**config.mk**
```make
export PLATFORM = sky130hd
export DESIGN_NAME = fetch_queue_flat
export DESIGN_NICKNAME = d
export VERILOG_FILES = /design/src/rtl/i8080_pkg.sv /design/src/rtl/fetch_queue_if.sv /design/src/rtl/i8080_oplen.sv /design/src/rtl/fetch_queue.sv /design/src/flat_wrapper.sv
export SDC_FILE = /design/constraint.sdc
export NUM_CORES = 1
export LEC_CHECK = 0
export BUFFER_PORTS_ARGS = -buffer_cell sky130_fd_sc_hd__buf_2
export CORE_AREA = 4 4 113 115
export DETAILED_ROUTE_END_ITERATION = 6
export DIE_AREA = 0 0 117 119
export PLACE_DENSITY = 0.79
export SLEW_MARGIN = 20
export SYNTH_ARGS = -nofsm -noshare
export SYNTH_HDL_FRONTEND = slang
export SYNTH_HIERARCHICAL = 1
export SYNTH_SLANG_ARGS = --single-unit
```
**constraint.sdc**
```tcl
create_clock -name clk -period 11.6 [get_ports clk]
set_input_delay 2.32 -clock clk [delete_from_list [all_inputs] [get_ports clk]]
set_output_delay 2.32 -clock clk [all_outputs]
set_load 0.01 [all_outputs]
```
**src/rtl/i8080_pkg.sv**
```systemverilog
// i8080_pkg: types and constants shared by the 8080 fetch and decode stages.
package i8080_pkg;

  typedef logic [1:0]  ins_len_t;
  typedef logic [15:0] addr_t;

  localparam ins_len_t INS_LEN_1 = 2'd1;
  localparam ins_len_t INS_LEN_2 = 2'd2;
  localparam ins_len_t INS_LEN_3 = 2'd3;

endpackage

```
**src/rtl/fetch_queue_if.sv**
```systemverilog
// fetch_queue_if: memory read port plus decode-side instruction handshake of the fetch queue.
// master = fetch_queue, slave = memory/decode side.
interface fetch_queue_if;
  import i8080_pkg::*;

  logic        mem_rd_en;
  addr_t       mem_raddr;
  logic [15:0] mem_rdata;
  logic        ins_valid;
  logic        ins_ready;
  logic [23:0] ins_data;
  ins_len_t    ins_len;
  addr_t       ins_pc;

  modport master (
    output mem_rd_en, mem_raddr, ins_valid, ins_data, ins_len, ins_pc,
    input  mem_rdata, ins_ready
  );

  modport slave (
    input  mem_rd_en, mem_raddr, ins_valid, ins_data, ins_len, ins_pc,
    output mem_rdata, ins_ready
  );

endinterface

```
**src/rtl/i8080_oplen.sv**
```systemverilog
// i8080_oplen: combinational 8080 opcode -> instruction length (1..3), zero latency, no state.
// Undocumented aliases (CB, D9, DD, ED, FD) follow their documented twins.
module i8080_oplen
  import i8080_pkg::*;
(
  input  logic [7:0] i_opcode,
  output ins_len_t   o_len
);

  always_comb begin
    o_len = INS_LEN_1;
    casez (i_opcode)
      8'b00??0001, 8'h22, 8'h2A, 8'h32, 8'h3A,
      8'hC3, 8'hCB, 8'hCD, 8'hDD, 8'hED, 8'hFD,
      8'b11???010, 8'b11???100:                  o_len = INS_LEN_3;
      8'b00???110, 8'hC6, 8'hCE, 8'hD6, 8'hDE,
      8'hE6, 8'hEE, 8'hF6, 8'hFE, 8'hD3, 8'hDB:  o_len = INS_LEN_2;
      default:                                   o_len = INS_LEN_1;
    endcase
  end

endmodule

```
**src/rtl/fetch_queue.sv**
```systemverilog
// fetch_queue: 16-bit reads into a DEPTH-byte queue, one whole 1/2/3-byte instruction per handshake; ins_valid >= 2 cycles after issue.
// ins_ready low lets the queue fill and then stops issue (no ready->mem_rd_en path); FETCH_PERF_EN adds perf_stall_cnt.
module fetch_queue
  import i8080_pkg::*;
#(
  parameter int    DEPTH    = 8,
  parameter addr_t RESET_PC = 16'h0000
) (
  input  logic          clk,
  input  logic          rst_n,
  input  logic          halt,
  input  logic          redirect,
  input  addr_t         redirect_pc,
  fetch_queue_if.master fq
`ifdef FETCH_PERF_EN
  ,
  output logic [31:0]   perf_stall_cnt
`endif
);

  localparam int               PTR_W    = $clog2(DEPTH);
  localparam int               CNT_W    = PTR_W + 1;
  localparam logic [PTR_W-1:0] PTR_1    = PTR_W'(1);
  localparam logic [PTR_W-1:0] PTR_2    = PTR_W'(2);
  localparam logic [CNT_W:0]   ROOM_MAX = (CNT_W+1)'(DEPTH - 2);

  logic [7:0]       r_q [DEPTH];
  logic [PTR_W-1:0] r_rd_ptr, r_wr_ptr;
  logic [CNT_W-1:0] r_count;
  addr_t            r_fetch_pc, r_ins_pc;
  logic             r_inflight, r_squash;

  logic [7:0]       w_b0, w_b1, w_b2;
  ins_len_t         w_len;
  logic [CNT_W-1:0] w_len_c, w_add, w_sub;
  logic [CNT_W:0]   w_fill;
  logic             w_valid, w_issue, w_wr, w_hs;

  assign w_b0 = r_q[r_rd_ptr];
  assign w_b1 = r_q[r_rd_ptr + PTR_1];
  assign w_b2 = r_q[r_rd_ptr + PTR_2];

  i8080_oplen u_oplen (
    .i_opcode (w_b0),
    .o_len    (w_len)
  );

  assign w_len_c = {{(CNT_W-2){1'b0}}, w_len};
  assign w_valid = (r_count != '0) && (r_count >= w_len_c);

  // Space check counts the in-flight response but not this cycle's consume.
  assign w_fill  = {1'b0, r_count} + {{(CNT_W-1){1'b0}}, r_inflight, 1'b0};
  assign w_issue = rst_n && !halt && !redirect && (w_fill <= ROOM_MAX);
  assign w_wr    = r_inflight && !r_squash && !redirect;
  assign w_hs    = w_valid && fq.ins_ready && !redirect;
  assign w_add   = w_wr ? CNT_W'(2) : '0;
  assign w_sub   = w_hs ? w_len_c : '0;

  always_ff @(posedge clk or negedge rst_n) begin
    if (!rst_n) begin
      r_rd_ptr   <= '0;
      r_wr_ptr   <= '0;
      r_count    <= '0;
      r_fetch_pc <= RESET_PC;
      r_ins_pc   <= RESET_PC;
      r_inflight <= 1'b0;
      r_squash   <= 1'b0;
    end else if (redirect) begin
      r_rd_ptr   <= '0;
      r_wr_ptr   <= '0;
      r_count    <= '0;
      r_fetch_pc <= redirect_pc;
      r_ins_pc   <= redirect_pc;
      r_inflight <= 1'b0;
      r_squash   <= r_inflight;
    end else begin
      r_inflight <= w_issue;
      r_squash   <= 1'b0;
      r_count    <= r_count + w_add - w_sub;
      if (w_wr)
        r_wr_ptr <= r_wr_ptr + PTR_2;
      if (w_issue)
        r_fetch_pc <= r_fetch_pc + 16'd2;
      if (w_hs) begin
        r_rd_ptr <= r_rd_ptr + PTR_W'(w_len);
        r_ins_pc <= r_ins_pc + addr_t'(w_len);
      end
    end
  end

  always_ff @(posedge clk or negedge rst_n) begin
    if (!rst_n) begin
      for (int i = 0; i < DEPTH; i++)
        r_q[i] <= 8'h00;
    end else if (w_wr) begin
      r_q[r_wr_ptr]         <= fq.mem_rdata[7:0];
      r_q[r_wr_ptr + PTR_1] <= fq.mem_rdata[15:8];
    end
  end

  assign fq.mem_rd_en = w_issue;
  assign fq.mem_raddr = r_fetch_pc;
  assign fq.ins_valid = w_valid;
  assign fq.ins_len   = w_len;
  assign fq.ins_pc    = r_ins_pc;
  assign fq.ins_data  = {w_b0,
                         (w_len != INS_LEN_1) ? w_b1 : 8'h00,
                         (w_len == INS_LEN_3) ? w_b2 : 8'h00};

`ifdef FETCH_PERF_EN
  logic [31:0] r_perf;

  always_ff @(posedge clk or negedge rst_n) begin
    if (!rst_n)
      r_perf <= '0;
    else if (fq.ins_ready && !w_valid && !redirect && (r_perf != 32'hFFFF_FFFF))
      r_perf <= r_perf + 32'd1;
  end

  assign perf_stall_cnt = r_perf;
`endif

endmodule

```
**src/flat_wrapper.sv**
```systemverilog
// flat-port wrapper written by rule: the top's interface ports become plain ports
module fetch_queue_flat import i8080_pkg::*;
#(
  parameter int    DEPTH    = 8,
  parameter addr_t RESET_PC = 16'h0000
)
  (clk, rst_n, halt, redirect, redirect_pc, fq_mem_rd_en, fq_mem_raddr, fq_ins_valid, fq_ins_data, fq_ins_len, fq_ins_pc, fq_mem_rdata, fq_ins_ready);
  fetch_queue_if fq_i ();
  input  logic clk;
  input  logic rst_n;
  input  logic halt;
  input  logic redirect;
  input  addr_t redirect_pc;
  output wire logic [$bits(fq_i.mem_rd_en)-1:0] fq_mem_rd_en;
  output wire logic [$bits(fq_i.mem_raddr)-1:0] fq_mem_raddr;
  output wire logic [$bits(fq_i.ins_valid)-1:0] fq_ins_valid;
  output wire logic [$bits(fq_i.ins_data)-1:0] fq_ins_data;
  output wire logic [$bits(fq_i.ins_len)-1:0] fq_ins_len;
  output wire logic [$bits(fq_i.ins_pc)-1:0] fq_ins_pc;
  input wire logic [$bits(fq_i.mem_rdata)-1:0] fq_mem_rdata;
  input wire logic [$bits(fq_i.ins_ready)-1:0] fq_ins_ready;
  assign fq_mem_rd_en = fq_i.mem_rd_en;
  assign fq_mem_raddr = fq_i.mem_raddr;
  assign fq_ins_valid = fq_i.ins_valid;
  assign fq_ins_data = fq_i.ins_data;
  assign fq_ins_len = fq_i.ins_len;
  assign fq_ins_pc = fq_i.ins_pc;
  assign fq_i.mem_rdata = fq_mem_rdata;
  assign fq_i.ins_ready = fq_ins_ready;
  fetch_queue #(.DEPTH(DEPTH), .RESET_PC(RESET_PC)) u_core (.clk(clk), .rst_n(rst_n), .halt(halt), .redirect(redirect), .redirect_pc(redirect_pc), .fq(fq_i));
endmodule
```
# After elaboration in Yosys (flattened, before gate mapping)
# Cells that the tools add are included.
# Widths: inputs -> output; s select.
# classes
n_eq_ne	26
reduce_logical	19
bitwise_logic	5
n_mux	31
magnitude_cmp	9
n_addsub	10
# ops
cell	count
$bwmux 64	2
$eq 8x8->1 const B	16
$mux 8	10
$bmux 8 s3	3
$mux 16	4
$demux 8 s3	2
$eq 8x6->1 const B	4
$ge 4x4->1 const B	5
$not 3->4	5
$add 16x2->16	1
$add 16x2->16 const B	1
$reduce_or 13->1	1
$mux 3	4
$reduce_or 11->1	1
$eq 5x5->1 const B	2
$logic_and 1x1->1	10
$lt 4x1->1 const B	2
$add 3x1->3 const B	2
$add 3x2->3 const B	2
$eq 6x1->1 const B	1
$reduce_bool 2->1	3
$add 4x2->5	1
$eq 5x3->1 const B	1
$le 5x3->1 const B	1
other kinds (12)	16
# word_totals
ff_bits	108
input_bits	37
out_inout_bits	60
elab_cells	115

# Logic depth before layout (Yosys ltp)
# depth
depth_word	14
depth_mapped	21
ltp_nobuf	18

# Modules after synthesis
# Netlist, hierarchy kept.
# modules_own_cells
mod	area_each_um2	n_inst	seq_area_each_um2	cells_each
fetch_queue	6770.2	1	2677.6	644
i8080_oplen	116.4	1	0.0	15

# Worst setup path before layout
# Ideal clock, no wire load.
# synth_timing
path_type	register to output
from	register u_core.r_rd_ptr[0]
to	output fq_ins_valid
n_path_buf	2
path_slack_ns	5.931
path_stages_with_launch	12
arrival_ns	3.349
path_cell_list	dfrtp_1 buf_4 buf_4 mux4_2 mux2_2 or3b_1 a2111oi_2 a221o_2 inv_1 ha_1 a21oi_1 o21ai_0
# synth_via
elab_chain_cells	9
elab_cells_between_ends	33
classes_between	order compare (1); eq/ne (24); mux (4); bitwise (1); reduce/logical (3)
# synth_rtl
item	line_no	source
start: declaration	fetch_queue.sv:28	logic [PTR_W-1:0] r_rd_ptr, r_wr_ptr;
start signal: assignment	fetch_queue.sv:85	r_rd_ptr <= r_rd_ptr + PTR_W'(w_len);
$not 3->4 (implied by the code) *	fetch_queue.sv:39	assign w_b0 = r_q[r_rd_ptr];
$bmux 8 s3 *	fetch_queue.sv:39	
$mux 8 (implied by the code) * (2 in a row)	fetch_queue.sv:39	
named net fq_ins_data[17]	flat_wrapper.sv:17	output wire logic [$bits(fq_i.ins_data)-1:0] fq_ins_data;
$eq 8x6->1, or another cell as far along	i8080_oplen.sv:12	casez (i_opcode)
$reduce_or 13->1 / $reduce_or 11->1 (equally long branches)	i8080_oplen.sv:12	
$pmux 2 s2 *	i8080_oplen.sv:12	
named net fq_ins_len[1]	flat_wrapper.sv:18	output wire logic [$bits(fq_i.ins_len)-1:0] fq_ins_len;
$ge 4x2->1 *	fetch_queue.sv:49	assign w_valid = (r_count != '0) && (r_count >= w_len_c);
$logic_and 1x1->1 *	fetch_queue.sv:49	
end: declaration	flat_wrapper.sv:16	output wire logic [$bits(fq_i.ins_valid)-1:0] fq_ins_valid;
# The timed path passes the listed nets; every way through them passes the cells marked *. The select of a mux whose other input is x is not followed.

# Worst setup path in the final report
# layout_timing
from	register u_core.r_rd_ptr[0]
to	output fq_ins_valid
# layout_via
elab_chain_cells	9
elab_cells_between_ends	33
classes_between	order compare (1); eq/ne (24); mux (4); bitwise (1); reduce/logical (3)
# layout_rtl
item	line_no
$not 3->4 (implied by the code) *	fetch_queue.sv:39
$bmux 8 s3 *	fetch_queue.sv:39
$mux 8 (implied by the code) * (2 in a row)	fetch_queue.sv:39
$eq 8x6->1, or another cell as far along	i8080_oplen.sv:12
$reduce_or 13->1 / $reduce_or 11->1 (equally long branches)	i8080_oplen.sv:12
$pmux 2 s2 *	i8080_oplen.sv:12
$ge 4x2->1 *	fetch_queue.sv:49
$logic_and 1x1->1 *	fetch_queue.sv:49
# Every way passes the cells marked *; elsewhere a longest branch is shown, timed or not. The select of a mux whose other input is x is not followed.

==> results.md <==
- Outcome: completed
- First-pass GRT wire length: roughly 30,000 um
- Met3 Track Usage GR: 0.0483
- Antenna Cells: 0
- Worst setup SP type: flop
- Avg Cell Area, Syn: around 10 um2
- Post-synth EDFFs: 0
- CP Data Required Time: 9.28 ns
- Placed cell count: ~860
- Cts hold-fix bufs: 0
- Yosys warning count: 6
- Ratio of cells with drive above 1 in the final layout: 0.296
- Pwr dens: 189 nW/um2
- Vias in the first global route: ~5,700
- Via count: ~5,900
- Top-Level Pins: 97
- GP Congestion: 0.900
- # resized after CTS: 0
- DP HPWL: 12,800 um
- Largest net degree at the start of global routing: 60
- Count leader, synth: nand2_1
- Reg2Reg Depth: 16
- Layout area overhead: 11.1%
- Fin crit share: 0.604
- Die H: approximately 120 um
- Worst vdd ir: approximately 90 uV
- Routed vias/inst: between 6 and 7
- Clk pwr share: 0.209
- Hold wc startpoint: u_core/fq.mem_raddr[0]$_DFFE_PN0P_
- Core area: between 10,000 and 15,000 um2
- Final min period: around 7.0 ns
- WHS: 0.508 ns
- Leak Pwr: around 3.2 nW
- Slew headroom: 0.269
- Antenna Nets Post-Route: 0
- Clock sink count: around 110
- Initial antenna violation count: 0
- Critical Path Start: u_core/r_rd_ptr[0]$_DFFE_PN0P_
- Fin nets: a little under 800
- Sw Ratio: 0.406
- RSZ-0062 raised after global routing: false
- Maxcap violations: 0
- Synth top area cells: dfrtp_1, mux4_2, nand2_1
- Worst Path Max Fanout: 29
- Drt first pass iters: 5
- Final setup viols: 0
- DR DRC count: 0
- Clk buf depth: 2
- Flop pwr share: 0.346
- Crit-path max cell delay: 0.72 ns
- Final Max Tran Viols: 0
- Critical path class: flop to output pin
- CP Depth: 11
- F_max: approximately 0.14 GHz
- Post-Syn Nets: around 720
- Yosys top cell area share: 0.389
- Cell Area, Synth: 6890 um2
- CP max stage cell: dfrtp_2
- Non-Filler Instances: 877
- Buf/Inv on CP: 3
- CTS Buf Count: 9
- Top delay family on crit path: compound AO/OA/AOI/OAI gates
- Combinational power share: 0.445
- Top FF cell, synth: dfrtp_1
- Drt wl/cell: 21.7 um
- Worst slew pin tran: around 1.1 ns
- CTS root buf: clkbuf_16
- Post-synthesis sequential area ratio: 0.389
- Endpoints failing hold: 0
- Synthesized flop and latch total: 107
- Hold Path Class: flop to flop
- CTS H-Tree Depth: 3
- Cell taking the most area after synthesis: dfrtp_1
- Crit-path cells: buf_4, mux4_2, mux2_2, or3b_1, a2111oi_2, a221o_2, inv_1, ha_1, a21oi_1, o21ai_0, buf_2
- RR Startpoint: u_core/r_rd_ptr[0]$_DFFE_PN0P_
- Row count: 40
- Post-CTS Setup Inserts: 0
- Async SR Flop Fraction: 1.00
- Crit. End Element: output pin
- Clk pin slew, worst setup/hold paths: 0.07 ns
- Cell variety after synth: 67
- Internal power: 0.856 mW
- Gate Count Post-Synth: between 600 and 700
- Net switching power: around 0.59 mW
- Die area: roughly 14,000 um2
- Initial Util: 0.583
- Clk_skew: around 0.010 ns
- CTS tree: built
- Crit path DAT: between 4 and 5 ns
- Grt ovf: 0
- Die Width: roughly 120 um
- M1 GR Usage: 0.401
- WHS Path Cells: 1
- Fillers: about 940
- Top cells by instance count after synthesis: nand2_1, dfrtp_1, o21ai_0
- Routed WL: around 19,000 um
- Worst-skew pair later-pin latency: roughly 0.36 ns
- GRT Overall Usage: 0.282
- Buffers on Ports: 96
- DR iter-0 viols: around 940
- M2 GR Usage: 0.422
- Top Usage Layer GRT: met2
- Setup TNS Final: 0 ns
through the flow:
step | total power [mW] | area [um2] | util | setup WS, ns
final | 1.44 | 7650 | 0.648 | 4.59
after global routing | 1.52 | 7650 | 0.648 | 4.30
after CTS | 1.43 | 7640 | 0.647 | 4.65
after detailed placement | 1.12 | 7350 | 0.622 | 5.04
after global placement | 1.09 | 7350 | 0.622 | 5.22
after floorplan | 0.942 | 6890 | - | 5.93
final timing paths:
kind                       slack [ns]                                 end
setup / recovery                 4.59                        fq_ins_valid
hold / removal                   0.51  u_core/fq.mem_raddr[0]$_DFFE_PN0P_
setup reg to reg                 5.88         u_core/r_count[3]$_DFF_PN0_
hold reg to reg                  0.51  u_core/fq.mem_raddr[0]$_DFFE_PN0P_
max in group asynchronous        8.34      u_core/r_rd_ptr[2]$_DFFE_PN0P_
min in group asynchronous        2.05          u_core/r_q[46]$_DFFE_PN0P_
worst reg2reg max path: stages (launching register included):
cell,delay [ns]
dfrtp_2,0.72
buf_4,0.54
mux4_2,0.60
mux2_2,0.35
or3b_1,0.42
a2111oi_2,0.44
a221o_2,0.27
inv_1,0.10
ha_1,0.36
a21bo_2,0.25
nand4_1,0.19
fa_1,0.57
ha_1,0.15
inv_1,0.05
fa_1,0.37
xnor2_1,0.16
nor2_1,0.05
cells by family after synthesis:
group,after synthesis,share of synthesized area
XOR/XNOR,7,0.00890
AND/OR/NAND/NOR,245,0.178
flip-flops,107,0.389
adder cells (fa/ha/maj),25,0.0498
buffers and inverters,62,0.0434
AO/OA/AOI/OAI,129,0.125
multiplexers,84,0.206
power groups by stage:
stage          Combinational [mW]  Clock, mW  Sequential, mW
6_report                    0.642      0.301           0.500
5_1_grt                     0.692      0.320           0.508
4_1_cts                     0.625      0.305           0.497
3_5_place_dp                0.619          0           0.503
3_3_place_gp                0.593          0           0.496
2_1_floorplan               0.467          0           0.475
final cells by class:
class / instances / area (um2) / area share
Multi-Input combinational cell: 490 / 3920 / 0.513
Sequential cell: 107 / 2680 / 0.350
Timing Repair Buffer: 99 / 505 / 0.0661
Clock buffer: 12 / 267 / 0.0348
Tap cell: 147 / 184 / 0.0240
Inverter: 19 / 71.3 / 0.00932
Clock inverter: 3 / 21.3 / 0.00278
layer usage:
layer / wire length (um) / vias to the layer above
met5: 0 / -
met4: 744 / 0
met3: 1830 / 71
met2: 9090 / 370
met1: 7380 / 2893
li1: - / 2572
layout by cell type (no fill, tap or decap), types with 9 or more instances in the layout:
| master | instances |
|---|---|
| ha_1 | 21 |
| nor2_1 | 31 |
| clkbuf_16 | 9 |
| nand2_1 | 120 |
| inv_1 | 19 |
| dfrtp_1 | 105 |
| a21oi_1 | 14 |
| mux2_2 | 33 |
| nand3_1 | 12 |
| nor4_1 | 10 |
| a221o_1 | 12 |
| mux4_2 | 43 |
| buf_2 | 95 |
| o21ai_0 | 59 |
registers in the layout, indices dropped and copies added, names as in the netlist:
| register | count |
|---|---|
| u_core/fq.ins_pc | 16 |
| u_core/fq.mem_raddr | 16 |
| u_core/r_q | 64 |
| u_core/r_inflight | 1 |
| u_core/r_count | 4 |
| u_core/r_rd_ptr | 3 |
| u_core/r_squash | 1 |
| u_core/r_wr_ptr | 2 |
Power figures use the tool's default switching activity.
